==> src/rtl/ntr_cmd_ctrl.sv <==
// ntr_cmd_ctrl: command controller for the NTR cartridge-bus snooper.
// Takes each assembled 64-bit command, dispatches on the opcode byte and
// sequences the response phase. Read data comes from a backing store over a
// req/valid handshake and goes out one byte per host clock on the NTR bus.
module ntr_cmd_ctrl #(
  parameter int unsigned RESP_LEN = 512,
  parameter int unsigned CNT_W    = 13,
  parameter logic [31:0] CHIP_ID  = 32'hC20F_0000
) (
  input  logic        clk,
  input  logic        rst_n,
  input  logic [63:0] cmd_i,
  input  logic        cmd_ready_i,
  input  logic        ntr_clk_db_i,
  input  logic        ntr_cs1_db_i,
  output logic        fetch_req_o,
  output logic [31:0] fetch_addr_o,
  input  logic [7:0]  fetch_data_i,
  input  logic        fetch_valid_i,
  output logic [7:0]  ntr_dout_o,
  output logic        ntr_oe_o,
  output logic        led_o,
  output logic        busy_o,
  output logic        underrun_o
);

  localparam logic [2:0] S_IDLE   = 3'd0;
  localparam logic [2:0] S_DECODE = 3'd1;
  localparam logic [2:0] S_FETCH  = 3'd2;
  localparam logic [2:0] S_SEND   = 3'd3;
  localparam logic [2:0] S_DONE   = 3'd4;

  localparam logic [7:0] OP_LED    = 8'hFF;
  localparam logic [7:0] OP_CHIPID = 8'h90;
  localparam logic [7:0] OP_READ   = 8'hB7;

  logic [2:0]       state_q, state_d;
  logic [63:0]      cmd_q, cmd_d;
  logic [31:0]      base_q, base_d;
  logic [CNT_W-1:0] idx_q, idx_d;
  logic [CNT_W-1:0] len_q, len_d;
  logic             clk_prev_q;
  logic             led_q, led_d;
  logic             oe_q, oe_d;
  logic [7:0]       dout_q, dout_d;
  logic             req_q, req_d;
  logic [31:0]      faddr_q, faddr_d;
  logic             underrun_q, underrun_d;
  // Set while the request in flight belongs to a byte the host already
  // consumed; its data is dropped and the current index is fetched instead.
  logic             discard_q, discard_d;

  logic             rise;
  logic             abort;
  logic [CNT_W-1:0] idx_inc;
  logic             last;
  logic [7:0]       opcode;
  logic [31:0]      read_base;
  logic             unused_cmd_bits;

  assign rise      = ntr_clk_db_i & ~clk_prev_q;
  assign abort     = ntr_cs1_db_i | ~cmd_ready_i;
  assign idx_inc   = idx_q + CNT_W'(1);
  assign last      = (idx_inc == len_q);
  assign opcode    = cmd_q[7:0];
  assign read_base = {cmd_q[15:8], cmd_q[23:16], cmd_q[31:24], cmd_q[39:32]};
  assign unused_cmd_bits = ^{cmd_q[63:57], cmd_q[55:40]};

  // Next-state logic for the command FSM and every registered output.
  always_comb begin
    state_d    = state_q;
    cmd_d      = cmd_q;
    base_d     = base_q;
    idx_d      = idx_q;
    len_d      = len_q;
    led_d      = led_q;
    oe_d       = oe_q;
    dout_d     = dout_q;
    req_d      = req_q;
    faddr_d    = faddr_q;
    underrun_d = underrun_q;
    discard_d  = discard_q;

    case (state_q)
      S_IDLE: begin
        if (cmd_ready_i) begin
          cmd_d   = cmd_i;
          state_d = S_DECODE;
        end
      end

      S_DECODE: begin
        if (!cmd_ready_i) begin
          state_d = S_DONE;
        end else begin
          case (opcode)
            OP_LED: begin
              led_d   = cmd_q[56];
              state_d = S_DONE;
            end
            OP_CHIPID: begin
              idx_d   = '0;
              len_d   = CNT_W'(4);
              dout_d  = CHIP_ID[7:0];
              oe_d    = 1'b1;
              state_d = S_SEND;
            end
            OP_READ: begin
              base_d    = read_base;
              idx_d     = '0;
              len_d     = CNT_W'(RESP_LEN);
              req_d     = 1'b1;
              faddr_d   = read_base;
              discard_d = 1'b0;
              state_d   = S_FETCH;
            end
            default: begin
              state_d = S_DONE;
            end
          endcase
        end
      end

      S_FETCH: begin
        if (abort) begin
          oe_d    = 1'b0;
          state_d = S_DONE;
          if (fetch_valid_i) begin
            req_d     = 1'b0;
            discard_d = 1'b0;
          end else begin
            discard_d = 1'b1;
          end
        end else if (rise) begin
          underrun_d = 1'b1;
          idx_d      = idx_inc;
          if (last) begin
            oe_d    = 1'b0;
            state_d = S_DONE;
            if (fetch_valid_i) begin
              req_d     = 1'b0;
              discard_d = 1'b0;
            end else begin
              discard_d = 1'b1;
            end
          end else if (fetch_valid_i) begin
            faddr_d   = base_q + 32'(idx_inc);
            discard_d = 1'b0;
          end else begin
            discard_d = 1'b1;
          end
        end else if (fetch_valid_i) begin
          if (discard_q) begin
            faddr_d   = base_q + 32'(idx_q);
            discard_d = 1'b0;
          end else begin
            dout_d  = fetch_data_i;
            oe_d    = 1'b1;
            req_d   = 1'b0;
            state_d = S_SEND;
          end
        end
      end

      S_SEND: begin
        if (abort) begin
          oe_d    = 1'b0;
          state_d = S_DONE;
        end else if (rise) begin
          idx_d = idx_inc;
          if (last) begin
            oe_d    = 1'b0;
            state_d = S_DONE;
          end else if (opcode == OP_CHIPID) begin
            dout_d = CHIP_ID[{idx_inc[1:0], 3'b000} +: 8];
          end else begin
            req_d   = 1'b1;
            faddr_d = base_q + 32'(idx_inc);
            state_d = S_FETCH;
          end
        end
      end

      S_DONE: begin
        oe_d = 1'b0;
        if (req_q && fetch_valid_i) begin
          req_d     = 1'b0;
          discard_d = 1'b0;
        end
        if (!cmd_ready_i && !req_q) begin
          state_d = S_IDLE;
        end
      end

      default: begin
        state_d = S_IDLE;
      end
    endcase
  end

  // State and output registers; clk_prev resets high so a bus clock that is
  // already high at reset release is not seen as an edge.
  always_ff @(posedge clk or negedge rst_n) begin
    if (!rst_n) begin
      state_q    <= S_IDLE;
      cmd_q      <= '0;
      base_q     <= '0;
      idx_q      <= '0;
      len_q      <= '0;
      clk_prev_q <= 1'b1;
      led_q      <= 1'b0;
      oe_q       <= 1'b0;
      dout_q     <= 8'h00;
      req_q      <= 1'b0;
      faddr_q    <= '0;
      underrun_q <= 1'b0;
      discard_q  <= 1'b0;
    end else begin
      state_q    <= state_d;
      cmd_q      <= cmd_d;
      base_q     <= base_d;
      idx_q      <= idx_d;
      len_q      <= len_d;
      clk_prev_q <= ntr_clk_db_i;
      led_q      <= led_d;
      oe_q       <= oe_d;
      dout_q     <= dout_d;
      req_q      <= req_d;
      faddr_q    <= faddr_d;
      underrun_q <= underrun_d;
      discard_q  <= discard_d;
    end
  end

  assign fetch_req_o  = req_q;
  assign fetch_addr_o = faddr_q;
  assign ntr_dout_o   = dout_q;
  assign ntr_oe_o     = oe_q;
  assign led_o        = led_q;
  assign busy_o       = (state_q != S_IDLE);
  assign underrun_o   = underrun_q;

endmodule

==> config.mk <==
export PLATFORM = sky130hd
export DESIGN_NAME = ntr_cmd_ctrl
export DESIGN_NICKNAME = d
export VERILOG_FILES = /design/src/rtl/ntr_cmd_ctrl.sv
export SDC_FILE = /design/constraint.sdc
export NUM_CORES = 1
export LEC_CHECK = 0
export CORE_MARGIN = 10
export CORE_UTILIZATION = 24
export DETAILED_ROUTE_END_ITERATION = 16
export PLACE_DENSITY_LB_ADDON = 0.08
export SETUP_SLACK_MARGIN = 0.05
export SYNTH_ARGS = -nofsm -noshare
export SYNTH_HDL_FRONTEND = slang
export SYNTH_SLANG_ARGS = --single-unit
==> constraint.sdc <==
create_clock -name clk -period 7.04 [get_ports clk]
set_input_delay 1.408 -clock clk [delete_from_list [all_inputs] [get_ports clk]]
set_output_delay 1.408 -clock clk [all_outputs]
set_load 0.005 [all_outputs]
# After elaboration in Yosys (flattened, before gate mapping)
# Index checks and enable logic that the tools add are counted.
[op_classes]
add_sub_neg = 3
n_eq_ne = 35
shifts = 1
muxes = 75
n_bitwise = 5
n_reduce_logical = 25
[op_table]
columns = ["operator", "count"]
rows = [
  ["2-to-1 mux 32 bit", 12],
  ["case mux 32 bit (3 select lines)", 1],
  ["2-to-1 mux 8 bit", 10],
  ["adder 32 x 13 -> 32 bit", 2],
  ["2-to-1 mux 13 bit", 4],
  ["case mux 13 bit (2 select lines)", 2],
  ["2-to-1 mux 3 bit", 12],
  ["!= test 2 bit, second input constant", 17],
  ["indexed part select 32 x 6 -> 8 bit, first input constant", 1],
  ["2-to-1 mux 1 bit", 28],
  ["== test 8 bit, second input constant", 3],
  ["case mux 8 bit (3 select lines)", 1],
  ["AND reduction 11 bit", 2],
  ["!= test 4 bit, second input constant", 4],
  ["!= test 3 bit, second input constant", 5],
  ["case mux 3 bit (5 select lines)", 1],
  ["adder 13 x 1 -> 13 bit, second input constant", 1],
  ["== test 13 bit", 1],
  ["AND reduction 12 bit", 1],
  ["AND reduction 3 bit", 4],
  ["AND reduction 5 bit", 2],
  ["nonzero test 3 bit", 3],
  ["case mux 1 bit (4 select lines)", 2],
  ["AND reduction 7 bit", 1],
  ["17 further kinds", 24],
]
[totals]
regBits = 164
wordCells = 157

# Logic depth before layout (Yosys ltp)
# Gate-level depths: netlist of run 1.
[logic_depth]
word_depth = 7
mapped_depth = 16
mapped_depth_nobuf = 15

# Least setup slack after synthesis of run 1
# No wires, ideal clock.
[synth_path]
path_kind = "flip-flop to flip-flop"
start = "reg idx_q[1]"
end = "reg faddr_q[15], in the netlist fetch_addr_o[15]"
setup_time_ns = 0.136
arrival_ns = 3.174
required_time_ns = 6.904
slack_ns = 3.730
path_stages_with_launch = 15
n_path_buf = 0
synth_period_minus_slack_ns = 3.310
path_cell_list = "dfrtp_1 > ha_1 > nand3_1 > nor3_2 > nand3_1 > or2_2 > nand2_1 > ha_1 > nand4_1 > nor3_1 > o21ai_1 > nand3_1 > mux2_2 > a222oi_1 > a31oi_1"
[synth_between]
elab_chain_cells = 7
word_cells_on_any_way = 19
[synth_lines]
columns = ["item", "line", "source"]
rows = [
  ["from (decl)", "40", "logic [CNT_W-1:0] idx_q, idx_d;"],
  ["from (signal assigned)", "222", "idx_q <= idx_d;"],
  ["adder 13 x 1 -> 13 bit", "63", "assign idx_inc = idx_q + CNT_W'(1);"],
  ["adder 32 x 13 -> 32 bit", "147, 178", ""],
  ["2-to-1 mux 32 bit (on tied branches)", "174, 146", ""],
  ["2-to-1 mux 32 bit (on tied branches)", "171, 137", ""],
  ["2-to-1 mux 32 bit (on tied branches)", "169, 134", ""],
  ["2-to-1 mux 32 bit (on tied branches)", "166, 125", ""],
  ["case mux 32 bit (3 select lines)", "84", "case (state_q)"],
  ["to (signal assigned)", "229", "faddr_q <= faddr_d;"],
  ["to (decl)", "47", "logic [31:0] faddr_q, faddr_d;"],
]
# Parallel ways exist; a longest one is shown, timed or not. The select of a mux whose other input is x is not followed.
# A chain may end at the register's enable or synchronous reset.

# Worst setup path after layout of run 1
[layout_path]
start = "in cmd_ready_i"
end = "reg faddr_q[26], in the netlist fetch_addr_o[26]"
[layout_between]
elab_chain_cells = 4
word_cells_on_any_way = 6
[layout_lines]
columns = ["item", "line", "source"]
rows = [
  ["from (decl)", "13", "input logic cmd_ready_i,"],
  ["inverter 1 bit", "62", "assign abort = ntr_cs1_db_i | ~cmd_ready_i;"],
  ["bitwise OR 1 bit", "62", ""],
  ["!= test 2 bit (no source line)", "--", ""],
  ["AND reduction 12 bit (no source line) (*)", "--", ""],
]
# Mark *: on every way between the ends. The rest lies on a longest branch, timed or not.

==> impl_metrics.toml, run 1 <==
[power_and_ir_drop]
total_power_mw = 3.579
p_leak_nw = 4.328
power.switching_mw = 1.288
p_int_mw = 2.291
power_density_nw_per_um2 = 340.4
comb_power_share_pct = 36.0
pwr-share-seq_pct = 36.8
switching_share_pct = 36.00
vdd_drop_max_v = 0.0002018
clkPwrFrac_pct = 27.1

[placement]
io_buffer_count = 99
dpl_cell_area_sq_um = 9899
gp_routability_congestion = 0.8104
dp_hpwl_um = 19130

[setup_path]
critPathMaxFanout = 46
cp-start-kind = "input pin"
crit_path_cell_trace = "clkdlybuf4s50_1 -> nor2b_1 -> nand3_1 -> a21oi_1 -> o211ai_1 -> nor2_1 -> nand2_2 -> a221o_1 -> o32a_1"
slowest_delay_ns = 0.71
ff2ff_setup_slack_ns = 2.77
critical_path_class = "input pin to flop"
worst-r2r-cell-count = 14
reg2reg_from = "idx_q[1]$_DFFE_PN0P_"
crit_path_top_delay_cell = "clkdlybuf4s50_1"
timing.rr.end = "fetch_addr_o[19]$_DFFE_PN0P_"
cp.required_ns = 7.36
critical_path_arrival_ns = 4.62
critPathCaptureType = "flop"

[routing]
drtIter0Drc = 423
route.detailed.drc = 0
drtAntennaViolNets = 0
firstDrtPassIters = 5
vias = 7002
routed_wl_um = 28120
post_drt_wl_per_cell_um = 19.81
vias_per_cell = 4.934

[floorplanning]
core_sq_um = 34710
die_y_um = 208.1
rows = 68
die-area_sq_um = 43310
start_util_pct = 24.46
fp.dieW_um = 208.1
io_pins = 123

[global_routing]
overflow = 0
antenna_found_initial = 0
grt_max_degree = 77
grt_pass1_wl_um = 44230
grt.total_usage_pct = 12.90
grt_pass1_vias = 7105

[synth]
syn_area_sq_um = 8492
syn_inst = 876
ys.flop_type = "dfrtp_1"
yosys_warnings = 0
synth_fp_nets = 989
yosysSeqAreaShare_pct = 40.39
ys_ff_latch = 137
syn_avg_cell_area_sq_um = 9.694
synth.distinct_cells = 81
synth_async_sr_flop_share_pct = 100.0
synth_edf_count = 0

[timing]
setup_violations = 0
drv_slew = 0
fmax_ghz = 0.2327
setup_tns_ns = 0
hold_viol_final = 0
min_period_ns = 4.297
rsz0062_at_grt = "no"
worstMarginPinSlew_ns = 1.078
max-slew-margin-rel_pct = 28.01
min_period_over_period_pct = 61.04
skew_ns = 0.01391

[min_path]
min_delay_path_depth = 1
hp-class = "flop to flop"
hold_start = "underrun_o$_DFFE_PN0P_"
holdPathEnd = "underrun_o$_DFFE_PN0P_"

[outcome]
status = "finished clean"

[clock_tree]
cts_buffers = 17
path_clk_slew_ns = 0.07
cts_setup_buffers = 0
clockBufferDepth = 2
cts_resized = 0
htree_levels = 4
cts.sinks = 137
hold_buffers = 0
cts-root-buf = "clkbuf_16"
cts_tree = "yes"
clk_latency_ns = 0.44

[cells_and_area]
diodes = 0
fin_nets = 1064
final_cell_mix = "dfrtp_1 (136), nand2_1 (101), clkdlybuf4s50_1 (98), mux2_2 (78), nor2_1 (55)"
final_common_cell = "dfrtp_1"
final_area_sq_um = 10510
layout-drive-gt1-share_pct = 15.25
syn_to_final_growth_pct = 23.80

[run]
cap_viol_max_count = 0
[area by class of cell]
class                      instances  area (sq um)
fill                            3657         24200
multi-input combinational        674          4803
tap                              455         569.3
inverter                          16         60.06
timing repair buffer             105          1037
clock buffer                      19         442.9
sequential                       137          3430
clock inverter                    13         170.2
[cells in the mapped netlist, drive strengths merged, types with 3 or more instances]
| library cell | instances | share of area, % |
|---|---|---|
| a21oi | 55 | 3.3 |
| nor4 | 6 | 0.52 |
| and3 | 7 | 0.57 |
| inv | 16 | 0.71 |
| nand3 | 23 | 1.5 |
| nor2 | 57 | 2.6 |
| nand2b | 12 | 0.88 |
| mux2 | 84 | 11 |
| nor3b | 3 | 0.32 |
| a22oi | 6 | 0.53 |
| nor3 | 20 | 1.4 |
| mux2i | 6 | 0.71 |
| nand4 | 13 | 1.2 |
| o21a | 6 | 0.53 |
| or3 | 6 | 0.44 |
| o211ai | 11 | 0.97 |
| a31oi | 7 | 0.52 |
| a21o | 4 | 0.35 |
| o21ai | 59 | 3.6 |
| ha | 33 | 4.9 |
| and2 | 7 | 0.52 |
| a221oi | 5 | 0.52 |
| nor2b | 7 | 0.52 |
| a2bb2oi | 7 | 0.72 |
| a222oi | 10 | 1.2 |
| a211oi | 6 | 0.53 |
| or2 | 4 | 0.29 |
| xor2 | 16 | 1.7 |
| xnor2 | 35 | 3.6 |
| clkbuf | 30 | 1.3 |
| o31ai | 8 | 0.71 |
| a21boi | 5 | 0.44 |
| o22ai | 10 | 0.74 |
| nand2 | 102 | 4.5 |
| buf | 19 | 1.4 |
| a211o | 4 | 0.41 |
| dfrtp | 136 | 40 |
| o311ai | 3 | 0.40 |
[power by group through the flow]
stage | Combinational [mW] | Clock [mW] | Sequential [mW]
floorplan | 0.794 | 0 | 1.24
global placement | 1.31 | 0 | 1.34
detailed placement | 1.31 | 0 | 1.34
CTS | 1.32 | 0.996 | 1.33
global route | 1.44 | 1.02 | 1.37
finish | 1.29 | 0.971 | 1.32
[sequential cells by signal, summed over array words and instances, names as in the netlist]
register / count
len_q: 2
base_q: 32
ntr_dout_o: 8
discard_q: 1
clk_prev_q: 1
underrun_o: 1
idx_q: 13
ntr_oe_o: 1
state_q: 3
fetch_addr_o: 32
led_o: 1
fetch_req_o: 1
cmd_q: 41
[through the flow]
stage               hold slack, ns  util (%)  setup slack (ns)  std cells
floorplan                   0.4510         -             3.730        876
global placement            0.4473     28.52             2.215       1387
detailed placement          0.4565     28.52             2.180       1387
CTS                         0.4695     30.28             2.630       1419
global route                0.5017     30.28             2.404       1419
finish                      0.4650     30.28             2.743       1419
[worst max-delay path by stage]
stage | cells past startpoint | from | to | slack (ns)
6_report | 9 | cmd_ready_i | fetch_addr_o[26]$_DFFE_PN0P_ | 2.74
5_1_grt | 7 | ntr_clk_db_i | fetch_addr_o[27]$_DFFE_PN0P_ | 2.40
4_1_cts | 8 | ntr_clk_db_i | fetch_addr_o[28]$_DFFE_PN0P_ | 2.63
3_5_place_dp | 8 | ntr_clk_db_i | fetch_addr_o[28]$_DFFE_PN0P_ | 2.18
3_3_place_gp | 9 | cmd_ready_i | fetch_addr_o[26]$_DFFE_PN0P_ | 2.22
2_1_floorplan | 14 | idx_q[1]$_DFFE_PN0P_ | fetch_addr_o[15]$_DFFE_PN0P_ | 3.73
[cell families (layout without fill, tap and decap cells)]
family	Yosys count	count (layout)	share of synthesized area, %
and+or+nand+nor	274	274	16.09
buffers and inverters	65	153	3.389
AOI/OAI and AO/OA	224	224	17.43
muxes	90	90	12.11
DFF	137	137	40.39
xor gates and xnor gates	51	51	5.260
adders and majority gates	35	35	5.334
[worst max-delay path: cells and delay by family]
| kind | cells | cell delay, ns |
|---|---|---|
| compound gates | 4 | 1.16 |
| buf+inv | 1 | 0.71 |
| simple gates | 4 | 1.34 |
[per-layer routing]
layer  track usage, %  part of all wire [%]  vias up
li1                 -                     -     3349
met1            18.38                    51     3462
met3            2.771                   4.7       14
met4            3.064                  0.79        0
met5                0                     0        -
met2            19.31                    44      177
Note: power is estimated with default switching activity, not from simulation.
==> run 2, diff against run 1 <==
==> constraint.sdc (replaced) <==
create_clock -name clk -period 4.2 [get_ports clk]
set_input_delay 0.84 -clock clk [delete_from_list [all_inputs] [get_ports clk]]
set_output_delay 0.84 -clock clk [all_outputs]
set_load 0.005 [all_outputs]
==> run 2 against run 1 <==
  * Critical path depth rose by 6
  * Combinational power rose by 73%
  * Core utilization rose by 0.63 points
  * Critical endpoint is now fetch_addr_o[13]$_DFFE_PN0P_
  * Largest power group is now combinational cells
==> impl_metrics.toml, run 2 (synthesis gave the netlist of run 1 again) <==
[outcome]
status = "finished clean"

[global_routing]
antenna_found_initial = 0
grt.total_usage_pct = 12.96
grt_max_degree = 75
grt_pass1_vias = 7083
grt_pass1_wl_um = 44160
overflow = 0

[setup_path]
slowest_delay_ns = 0.57
critical_path_class = "flop to flop"
cp-start-kind = "flop"
critical_path_arrival_ns = 4.20
crit_path_cell_trace = "ha_1 -> nand3_1 -> nor3_2 -> nand3_1 -> or2_2 -> nand2_1 -> ha_1 -> nand4_1 -> nor3_1 -> o21ai_1 -> buf_4 -> and3_1 -> xnor2_1 -> a222oi_1 -> o21ai_0"
critPathCaptureType = "flop"
critPathMaxFanout = 10
cp.required_ns = 4.51
crit_path_top_delay_cell = "dfrtp_1"

[floorplanning]
fp.dieW_um = 208.1
io_pins = 123
die_y_um = 208.1
core_sq_um = 34710
die-area_sq_um = 43310
start_util_pct = 24.46
rows = 68

[clock_tree]
cts_buffers = 17
hold_buffers = 0
htree_levels = 4
cts.sinks = 137
clockBufferDepth = 2
cts_resized = 0
path_clk_slew_ns = 0.06
cts_tree = "yes"
clk_latency_ns = 0.43
cts-root-buf = "clkbuf_16"
cts_setup_buffers = 0

[timing]
worstMarginPinSlew_ns = 0.8964
rsz0062_at_grt = "no"
min_period_over_period_pct = 92.74
drv_slew = 0
min_period_ns = 3.895
setup_tns_ns = 0
skew_ns = 0.01006
fmax_ghz = 0.2567
max-slew-margin-rel_pct = 39.78
setup_violations = 0
hold_viol_final = 0

[placement]
io_buffer_count = 99
gp_routability_congestion = 0.8034
dp_hpwl_um = 20090
dp_cells = 1415

[routing]
drtAntennaViolNets = 0
drtIter0Drc = 394
routed_wl_um = 28470
vias_per_cell = 4.855
firstDrtPassIters = 7
vias = 7025
post_drt_wl_per_cell_um = 19.67
route.detailed.drc = 0

[power_and_ir_drop]
vdd_drop_max_v = 0.0003123
power_density_nw_per_um2 = 564.3
total_power_mw = 6.055
p_leak_nw = 4.469

[run]
cap_viol_max_count = 0

[cells_and_area]
final_common_cell = "dfrtp_1"
fillers = 3649
finalNonFillerCells = 1447
diodes = 0
fin_nets = 1092
regMostFlops = "cmd_q"
syn_to_final_growth_pct = 26.37
layout-drive-gt1-share_pct = 17.74
largest_reg_flops = 41
final_cell_mix = "dfrtp_1 (136), nand2_1 (101), clkdlybuf4s50_1 (98), mux2_2 (78), nor2_1 (55)"

[min_path]
hp-class = "input pin to async pin"
## run 2: cell type report
cell class / count / area, sq um / area share (%)
Multi-Input combinational cell: 674 / 4791 / 44.64
Sequential cell: 137 / 3430 / 31.96
Timing Repair Buffer: 133 / 1260 / 11.74
Tap cell: 455 / 569.3 / 5.305
Clock buffer: 19 / 452.9 / 4.221
Clock inverter: 13 / 168.9 / 1.574
Inverter: 16 / 60.06 / 0.5596
## run 2: through the flow
stage	hold WS (ns)	utilization (%)	setup slack (ns)	area, sq um
6_report	0.4327	30.91	0.3048	10730
5_1_grt	0.4763	30.91	0.05277	10730
4_1_cts	0.4679	30.91	0.2621	10730
3_5_place_dp	0.4530	29.12	0.2697	10110
3_3_place_gp	0.4441	29.12	0.3365	10110
2_1_floorplan	0.4510	-	0.8903	8492
## run 2: final timing paths
check,startpoint,cells after the start,slack [ns],endpoint
worst max-delay path,idx_q[0]$_DFFE_PN0P_,15,0.30,fetch_addr_o[13]$_DFFE_PN0P_
worst min-delay path,rst_n,1,0.43,cmd_q[36]$_DFFE_PN0P_
worst max register to register,idx_q[0]$_DFFE_PN0P_,15,0.30,fetch_addr_o[13]$_DFFE_PN0P_
worst min register to register,fetch_addr_o[1]$_DFFE_PN0P_,2,0.48,fetch_addr_o[1]$_DFFE_PN0P_
max in group asynchronous,rst_n,2,2.88,clk_prev_q$_DFF_PN1_
min in group clk,fetch_addr_o[1]$_DFFE_PN0P_,2,0.48,fetch_addr_o[1]$_DFFE_PN0P_
## run 2: report_power, final
part	switching (mW)	total, mW	internal (mW)
Sequential	0.419	2.20	1.78
Clock	0.661	1.63	0.972
Combinational	1.07	2.23	1.15
Total	2.15	6.06	3.90
## run 2: metal layers
metal / vias to the layer above / GRT usage [%] / wire, um
met2: 151 / 19.21 / 12190
met4: 0 / 3.636 / 380
li1: 3417 / - / -
met5: - / 0 / 0
met3: 16 / 2.576 / 1187
met1: 3441 / 18.53 / 14710
## run 2: worst max-delay path, delay by kind of cell, from the launching register on
| family | cells | cell delay [ns] |
|---|---|---|
| and+or+nand+nor | 8 | 1.68 |
| buffers and inverters | 1 | 0.17 |
| AOI/OAI and AO/OA | 3 | 0.56 |
| DFF | 1 | 0.57 |
| adders and majority gates | 2 | 0.60 |
| xor gates and xnor gates | 1 | 0.17 |
==> run 3, diff against run 2 <==
--- a/config.mk
+++ b/config.mk
@@ -5,6 +5,7 @@
 export SDC_FILE = /design/constraint.sdc
 export NUM_CORES = 1
 export LEC_CHECK = 0
+export CORE_ASPECT_RATIO = 0.7
 export CORE_MARGIN = 10
 export CORE_UTILIZATION = 24
 export DETAILED_ROUTE_END_ITERATION = 16
==> run 3 against run 2 <==
  * Via count up 0.94%
  * Setup slack better by 0.098 ns
  * Global-route usage up 0.96 points
  * Register-to-register slack better by 0.098 ns
  * Total power down 0.80%
  * Routed wire length up 2.9%
  * Design area up 0.13%
  * Sequential share of layout area about the same
  * First-iteration DRC count up 23%
==> impl_metrics.toml, run 3 (synthesis gave the netlist of run 1 again) <==
[clock_tree]
clockBufferDepth = 2
cts-root-buf = "clkbuf_16"
htree_levels = 4
cts_tree = "yes"
cts_setup_buffers = 0
cts.sinks = 137
cts_buffers = 17
path_clk_slew_ns = 0.06
clk_latency_ns = 0.45

[timing]
drv_slew = 0
max-slew-margin-rel_pct = 44.74
min_period_over_period_pct = 90.42
hold_viol_final = 0
min_period_ns = 3.798
setup_tns_ns = 0
fmax_ghz = 0.2633
holdWs_ns = 0.4068
rsz0062_at_grt = "no"
skew_ns = 0.01626
finalWorstSetupSlack_ns = 0.4023
setup_violations = 0
worstMarginPinSlew_ns = 0.8226

[placement]
gp_routability_congestion = 0.8425
dp_hpwl_um = 21570
dp_slack_ns = 0.1678
dpl_cell_area_sq_um = 10160
io_buffer_count = 99

[min_path]
hp-class = "input pin to async pin"

[setup_path]
critPathMaxFanout = 8
reg2reg_from = "idx_q[0]$_DFFE_PN0P_"
ff2ff_setup_slack_ns = 0.40
cp.required_ns = 4.51
cp-start-kind = "flop"
critical_path_arrival_ns = 4.11
critical_path_class = "flop to flop"
critPathCaptureType = "flop"
worst-r2r-cell-count = 15
crit_path_start = "idx_q[0]$_DFFE_PN0P_"
timing.rr.end = "fetch_addr_o[17]$_DFFE_PN0P_"

[routing]
post_drt_wl_per_cell_um = 19.99
drtAntennaViolNets = 0
vias = 7091
firstDrtPassIters = 5
drtIter0Drc = 485
route.detailed.drc = 0
routed_wl_um = 29290
vias_per_cell = 4.840

[power_and_ir_drop]
vdd_drop_max_v = 0.0002975
power_density_nw_per_um2 = 559.0
total_power_mw = 6.007
p_leak_nw = 4.511

[global_routing]
grt_util_met3_pct = 3.770
grt_pass1_wl_um = 45950
busiest_layer = "met1"
overflow = 0
grt_max_degree = 64
gr-usage-met2_pct = 18.95
grt_pass1_vias = 7307
met1_usage_pct = 20.99
grt.total_usage_pct = 13.92
antenna_found_initial = 0

[floorplanning]
io_pins = 123
die-area_sq_um = 43430
die_y_um = 177.4
fp.dieW_um = 244.8
core_sq_um = 34800
start_util_pct = 24.40
rows = 57

[cells_and_area]
final_cell_mix = "dfrtp_1 (136), nand2_1 (101), clkdlybuf4s50_1 (98), mux2_2 (78), nor2_1 (55)"
final_common_cell = "dfrtp_1"
largest_reg_flops = 41
diodes = 0
regMostFlops = "cmd_q"
layout-drive-gt1-share_pct = 17.72
final_area_sq_um = 10750
syn_to_final_growth_pct = 26.54
fin_nets = 1093

[outcome]
status = "finished clean"

[run]
cap_viol_max_count = 0
[run 3: changes by cell type in the layout (fill, tap and decap cells not counted), moves of 2 or more]
| cell | delta |
|---|---|
| clkinv_2 | +4 |
| buf_12 | +2 |
| clkbuf_1 | +2 |
| clkinv_4 | -2 |
[run 3: metrics by stage]
stage / utilization [%] / cells
floorplan: - / 876
global placement: 29.19 / 1433
detailed placement: 29.19 / 1433
CTS: 30.83 / 1465
global route: 30.87 / 1465
finish: 30.87 / 1465
[run 3: final cells by class]
class                   instances  area [sq um]
clock inverters                12         125.1
inverters                      16         60.06
clock buffers                  20         446.7
well taps                     472         590.6
repair buffers                134          1292
flip-flops and latches        137          3430
fillers                      3708         24060
multi-input cells             674          4801
[run 3: worst max-delay path by stage]
stage | to | cells past startpoint
2_1_floorplan | fetch_addr_o[19]$_DFFE_PN0P_ | 14
3_3_place_gp | fetch_addr_o[28]$_DFFE_PN0P_ | 11
3_5_place_dp | fetch_addr_o[28]$_DFFE_PN0P_ | 13
4_1_cts | fetch_addr_o[28]$_DFFE_PN0P_ | 11
5_1_grt | fetch_addr_o[15]$_DFFE_PN0P_ | 15
6_report | fetch_addr_o[17]$_DFFE_PN0P_ | 15
[run 3: where the power goes]
group	internal [mW]	leakage [nW]	switching, mW	total, mW
Sequential	1.78	1.75	0.435	2.21
Clock	0.886	0.276	0.641	1.53
Combinational	1.18	2.49	1.09	2.27
Total	3.84	4.51	2.17	6.01
[run 3: what timing repair did]
action | 4_1_cts | 5_1_grt
resized for setup | 0 | 3
setup endpoints to repair | 0 | 15
hold buffers | 0 | 0
[run 3: routing by layer]
layer | vias up | routed length (um)
met2 | 166 | 11490
met4 | 0 | 243
li1 | 3423 | -
met3 | 17 | 1621
met5 | - | 0
met1 | 3485 | 15940
[run 3: worst max-delay path, stage by stage, from the launching register on]
cell	delay [ns]
dfrtp_1	0.54
ha_2	0.32
nand3_1	0.14
nor3_2	0.33
nand3_1	0.14
or2_2	0.30
nand2_1	0.09
ha_1	0.24
nand4_1	0.15
nor3_1	0.15
o21ai_1	0.19
nand3_1	0.14
buf_4	0.20
mux2_2	0.35
a222oi_1	0.25
a31oi_1	0.13
==> RTL change 1 (flow settings as in run 2) <==
The parameter `CNT_W` goes from 13 to 26.
--- a/src/rtl/ntr_cmd_ctrl.sv
+++ b/src/rtl/ntr_cmd_ctrl.sv
@@ -5,5 +5,5 @@
 module ntr_cmd_ctrl #(
   parameter int unsigned RESP_LEN = 512,
-  parameter int unsigned CNT_W    = 13,
+  parameter int unsigned CNT_W    = 26,
   parameter logic [31:0] CHIP_ID  = 32'hC20F_0000
 ) (
Formal check against the unedited RTL: same outputs for any inputs over 4 cycles, from zero or initial values and one cycle with rst_n low; that may be too few to reach the edited logic, so the function may still have changed.
==> RTL change 1 against run 2 <==
Setup slack worse by 0.056 ns. Global-route usage is 1.5 points higher. Cell area is 26% higher. Largest cell class unchanged. Non-clock buffer count is 53 higher. Critical endpoint is now state_q[1]. Combinational power is 13% lower. Sequential cell count is 13 higher. Power is 4.1% lower. Wire length is 35% higher. Area after synthesis is 27% higher. Critical path depth is 3 lower. Synthesized cell count is 37% higher.
==> RTL change 1: results <==
metrics = {
    "layout": {
        "utilization": 0.306,
        "num-fill-cells": 4715,
        "signal_buffers": 186,
        "seq_share": 0.278,
        "nClkBuffers": 17,
        "multi_input_cells": 951,
        "multi_input_area_share": 0.491,
        "inv_count": 27,
        "nets": 1474,
        "num_antenna_cells": 1,
        "clock_area_frac": 0.0446,
        "largest_reg_flops": 41,
        "buf_share": 0.124,
        "drive_gt1_frac": 0.173,
    },
    "routing": {
        "wire_per_inst_um": 19.9,
        "dr.pass1.iters": 7,
        "drt-met1-wl_um": 18600,
        "dr.first_iter.drc_count": 523,
        "wl_met2_um": 18300,
        "drt-total-wl_um": 38500,
        "wl_met3_um": 1080,
    },
    "setup_path": {
        "reg2regPathDepth": 12,
        "reg2reg_to": "state_q[1]",
        "regToRegSetupSlack_ns": 0.25,
        "slowest_delay_ns": 0.48,
        "slowest_stage": "nor4_1",
        "worst_ep_arrival_time_ns": 4.29,
        "path_max_fanout": 5,
    },
    "clocking": {
        "clk_latency_ns": 0.46,
        "cts.sinks": 150,
    },
    "run_status": {
        "outcome": "complete, no violations",
    },
    "power": {
        "pwr.group.sequential_mw": 2.24,
        "power_switching_mw": 1.97,
        "p_leak_nw": 6.05,
        "power.share.combinational": 0.332,
        "ir_worst_vdd_uv": 303,
        "p_total_mw": 5.81,
    },
    "global_routing": {
        "use_met2": 0.238,
        "grtUsageMet1": 0.190,
        "grt_usage": 0.145,
        "grt_pass1_wl_um": 59200,
        "grt_use_met3": 0.0281,
        "grt_start_max_net_pins": 64,
        "antenna_found_initial": 1,
    },
    "logic_synthesis": {
        "syn_avg_cell_area_sq_um": 8.96,
        "ys_seq_area_frac": 0.349,
        "synthTopCellsByCount": "149 x dfrtp_1, 141 x nand2_1, 75 x o21ai_0",
        "synth_fp_nets": 1340,
        "synth_area_leaders": "dfrtp_1 35%, mux2_2 7.8%, ha_1 7.1%",
    },
    "timing": {
        "holdWs_ns": 0.357,
        "skew_ns": 0.0152,
        "fmax_mhz": 253,
        "max_slew_margin": 0.308,
    },
    "floorplan": {
        "coreArea_sq_um": 44200,
    },
    "placement": {
        "postPlaceCellArea_sq_um": 12900,
        "dpl.hpwl_um": 29400,
        "place_congestion": 0.830,
        "dp.cells": 1906,
    },
}
-- RTL change 1: cells by family (layout without fill, tap and decap cells) --
kind of cell               after synthesis  after routing  synth area share
and+or+nand+nor                        396            396             0.184
AOI/OAI and AO/OA                      332            332             0.201
DFF                                    150            150             0.349
buffers and inverters                   98            245            0.0376
muxes                                   91             91            0.0963
xor gates and xnor gates                69             69            0.0569
adders and majority gates               63             63            0.0748
other                                    0              1                 0
-- RTL change 1: worst max-delay path by stage --
stage / startpoint / end / cells after the start
3_3_place_gp: idx_q[0] / fetch_addr_o[26] / 17
2_1_floorplan: idx_q[1] / fetch_addr_o[27] / 15
6_report: idx_q[0] / state_q[1] / 12
4_1_cts: idx_q[0] / fetch_addr_o[26] / 17
3_5_place_dp: idx_q[2] / fetch_addr_o[27] / 14
5_1_grt: idx_q[2] / fetch_addr_o[26] / 16
-- RTL change 1: what timing repair did --
item                       in CTS  in global routing
buffers inserted                0                  0
setup endpoints to repair       0                  7
resized for setup               0                  8
==> RTL change 2 (flow settings as in run 2) <==
Without the edit above. Take the reset off `faddr_q` and load it in a clocked block of its own.
--- a/src/rtl/ntr_cmd_ctrl.sv
+++ b/src/rtl/ntr_cmd_ctrl.sv
@@ -213,5 +213,4 @@
       dout_q     <= 8'h00;
       req_q      <= 1'b0;
-      faddr_q    <= '0;
       underrun_q <= 1'b0;
       discard_q  <= 1'b0;
@@ -227,8 +226,11 @@
       dout_q     <= dout_d;
       req_q      <= req_d;
-      faddr_q    <= faddr_d;
       underrun_q <= underrun_d;
       discard_q  <= discard_d;
     end
+  end
+
+  always_ff @(posedge clk) begin
+    faddr_q <= faddr_d;
   end
 
Check against the original RTL: differs if rst_n is asserted again (counterexample within 4 cycles, from zero or initial values and one cycle with rst_n low); with rst_n held inactive, the same outputs for 4 cycles.
==> RTL change 2 against run 2 <==
Sequential cell count did not move. Power fell by 8.2%. Highest routed layer unchanged. Combinational power fell by 21%. Synthesized cell count decreased by 8.3%. Non-clock buffer count down 7. Critical path depth fell by 2. Maximum frequency is 0.21% higher. Setup slack gained 0.0081 ns. Largest power group is now registers. Cell area is 1.9% lower. Wire length down 6.6%. Area after synthesis decreased by 2.5%. First-iteration DRC count down 18%.
==> RTL change 2: results <==
metrics = {
    "run_status": {
        "outcome": "complete, no violations",
    },
    "power": {
        "ir_worst_vdd_uv": 276,
        "p_leak_nw": 4.36,
        "p_int_mw": 3.73,
    },
    "setup_path": {
        "slowest_stage": "dfrtp_1",
        "reg2regPathDepth": 13,
        "critPathLaunchType": "flip-flop",
        "reg2reg_to": "fetch_addr_o[13]",
        "slowest_delay_ns": 0.54,
        "regToRegSetupSlack_ns": 0.31,
        "worst_ep_arrival_time_ns": 4.08,
        "end_kind": "flip-flop",
        "path_max_fanout": 9,
        "critPathTopFamily": "compound AO/OA/AOI/OAI gates",
        "timing.rr.start": "idx_q[0]",
    },
    "logic_synthesis": {
        "synth_area_leaders": "dfrtp_1 31%, edfxtp_1 12%, mux2_2 10%",
        "synth_edf_count": 32,
        "ys_types": 70,
        "synth_fp_nets": 916,
        "ys_seq_area_frac": 0.433,
        "synthArstFlopShare": 0.766,
        "synthTopCellsByCount": "104 x dfrtp_1, 81 x nand2_1, 76 x mux2_2",
    },
    "clocking": {
        "cts_made_buffers": 17,
        "clk_path_buf_depth": 2,
        "clk_transition_reported_paths_ns": 0.06,
        "htreeDepth": 4,
        "clk_latency_ns": 0.44,
    },
    "global_routing": {
        "overflow": 0,
        "grt_start_max_net_pins": 59,
        "grt_pass1_wl_um": 41100,
        "grt_usage": 0.128,
        "grt_pass1_vias": 6784,
    },
    "placement": {
        "dpl.hpwl_um": 18800,
        "place_congestion": 0.795,
        "portBuffers": 99,
        "post-place-ws_ns": 0.260,
    },
    "layout": {
        "top_register": "cmd_q",
        "largest_reg_flops": 41,
        "num_antenna_cells": 0,
        "num-fill-cells": 3512,
        "nets": 1017,
        "drive_gt1_frac": 0.173,
    },
    "routing": {
        "dr.pass1.iters": 4,
        "drt-total-wl_um": 26600,
        "dr.first_iter.drc_count": 323,
        "vias": 6560,
    },
    "min_path": {
        "holdCritPathClass": "reg2reg",
        "worstHoldStart": "underrun_o",
    },
    "timing": {
        "max_slew_margin": 0.386,
        "hold_viol": 0,
        "skew_ns": 0.0119,
        "fin_crit_sh": 0.926,
    },
    "floorplan": {
        "fp.dieW_um": 206,
    },
}
## RTL change 2: layer usage
metal | global-route usage | routed length (um)
met5 | 0 | 0
met4 | 0.0457 | 451
met3 | 0.0250 | 848
met2 | 0.204 | 12600
met1 | 0.168 | 12700
## RTL change 2: stage by stage
step	instances	instance area [sq um]	power [mW]
floorplan	803	8280	3.12
global placement	1333	9890	3.97
detailed placement	1333	9890	3.97
CTS	1365	10500	5.69
global route	1365	10500	5.93
finish	1365	10500	5.56
## RTL change 2: final cells by class
type                    count  area share
clock inverters            14      0.0194
inverters                  13     0.00463
clock buffers              18      0.0408
well taps                 448      0.0532
flip-flops and latches    137       0.341
repair buffers            126       0.117
multi-input cells         609       0.424
## RTL change 2: worst min-delay path by stage
stage                            end  slack (ns)  depth (start not counted)
after floorplan           underrun_o        0.45                          1
after global placement    underrun_o        0.45                          1
after detailed placement  underrun_o        0.44                          1
after CTS                 underrun_o        0.46                          1
after global routing      underrun_o        0.48                          1
final                     underrun_o        0.45                          1
## RTL change 2: what timing repair did
action | 4_1_cts | 5_1_grt
hold buffers | 0 | 0
resized for setup | 0 | 1
setup endpoints to repair | 0 | 3
## RTL change 2: kinds of logic after synthesis
logic type,count (synthesis),share of synthesized area
multiplexers,88,0.122
adder cells (fa/ha/maj),35,0.0547
AND/OR/NAND/NOR,242,0.146
XOR/XNOR,54,0.0571
buffers and inverters,57,0.0290
AO/OA/AOI/OAI,190,0.158
flip-flops,137,0.433
## RTL change 2: power by group through the flow
stage,logic [mW],registers [mW],clock network [mW]
after floorplan,1.09,2.03,0
after detailed placement,1.80,2.17,0
after global placement,1.81,2.17,0
after global routing,1.96,2.20,1.77
final,1.76,2.13,1.66
after CTS,1.81,2.14,1.73
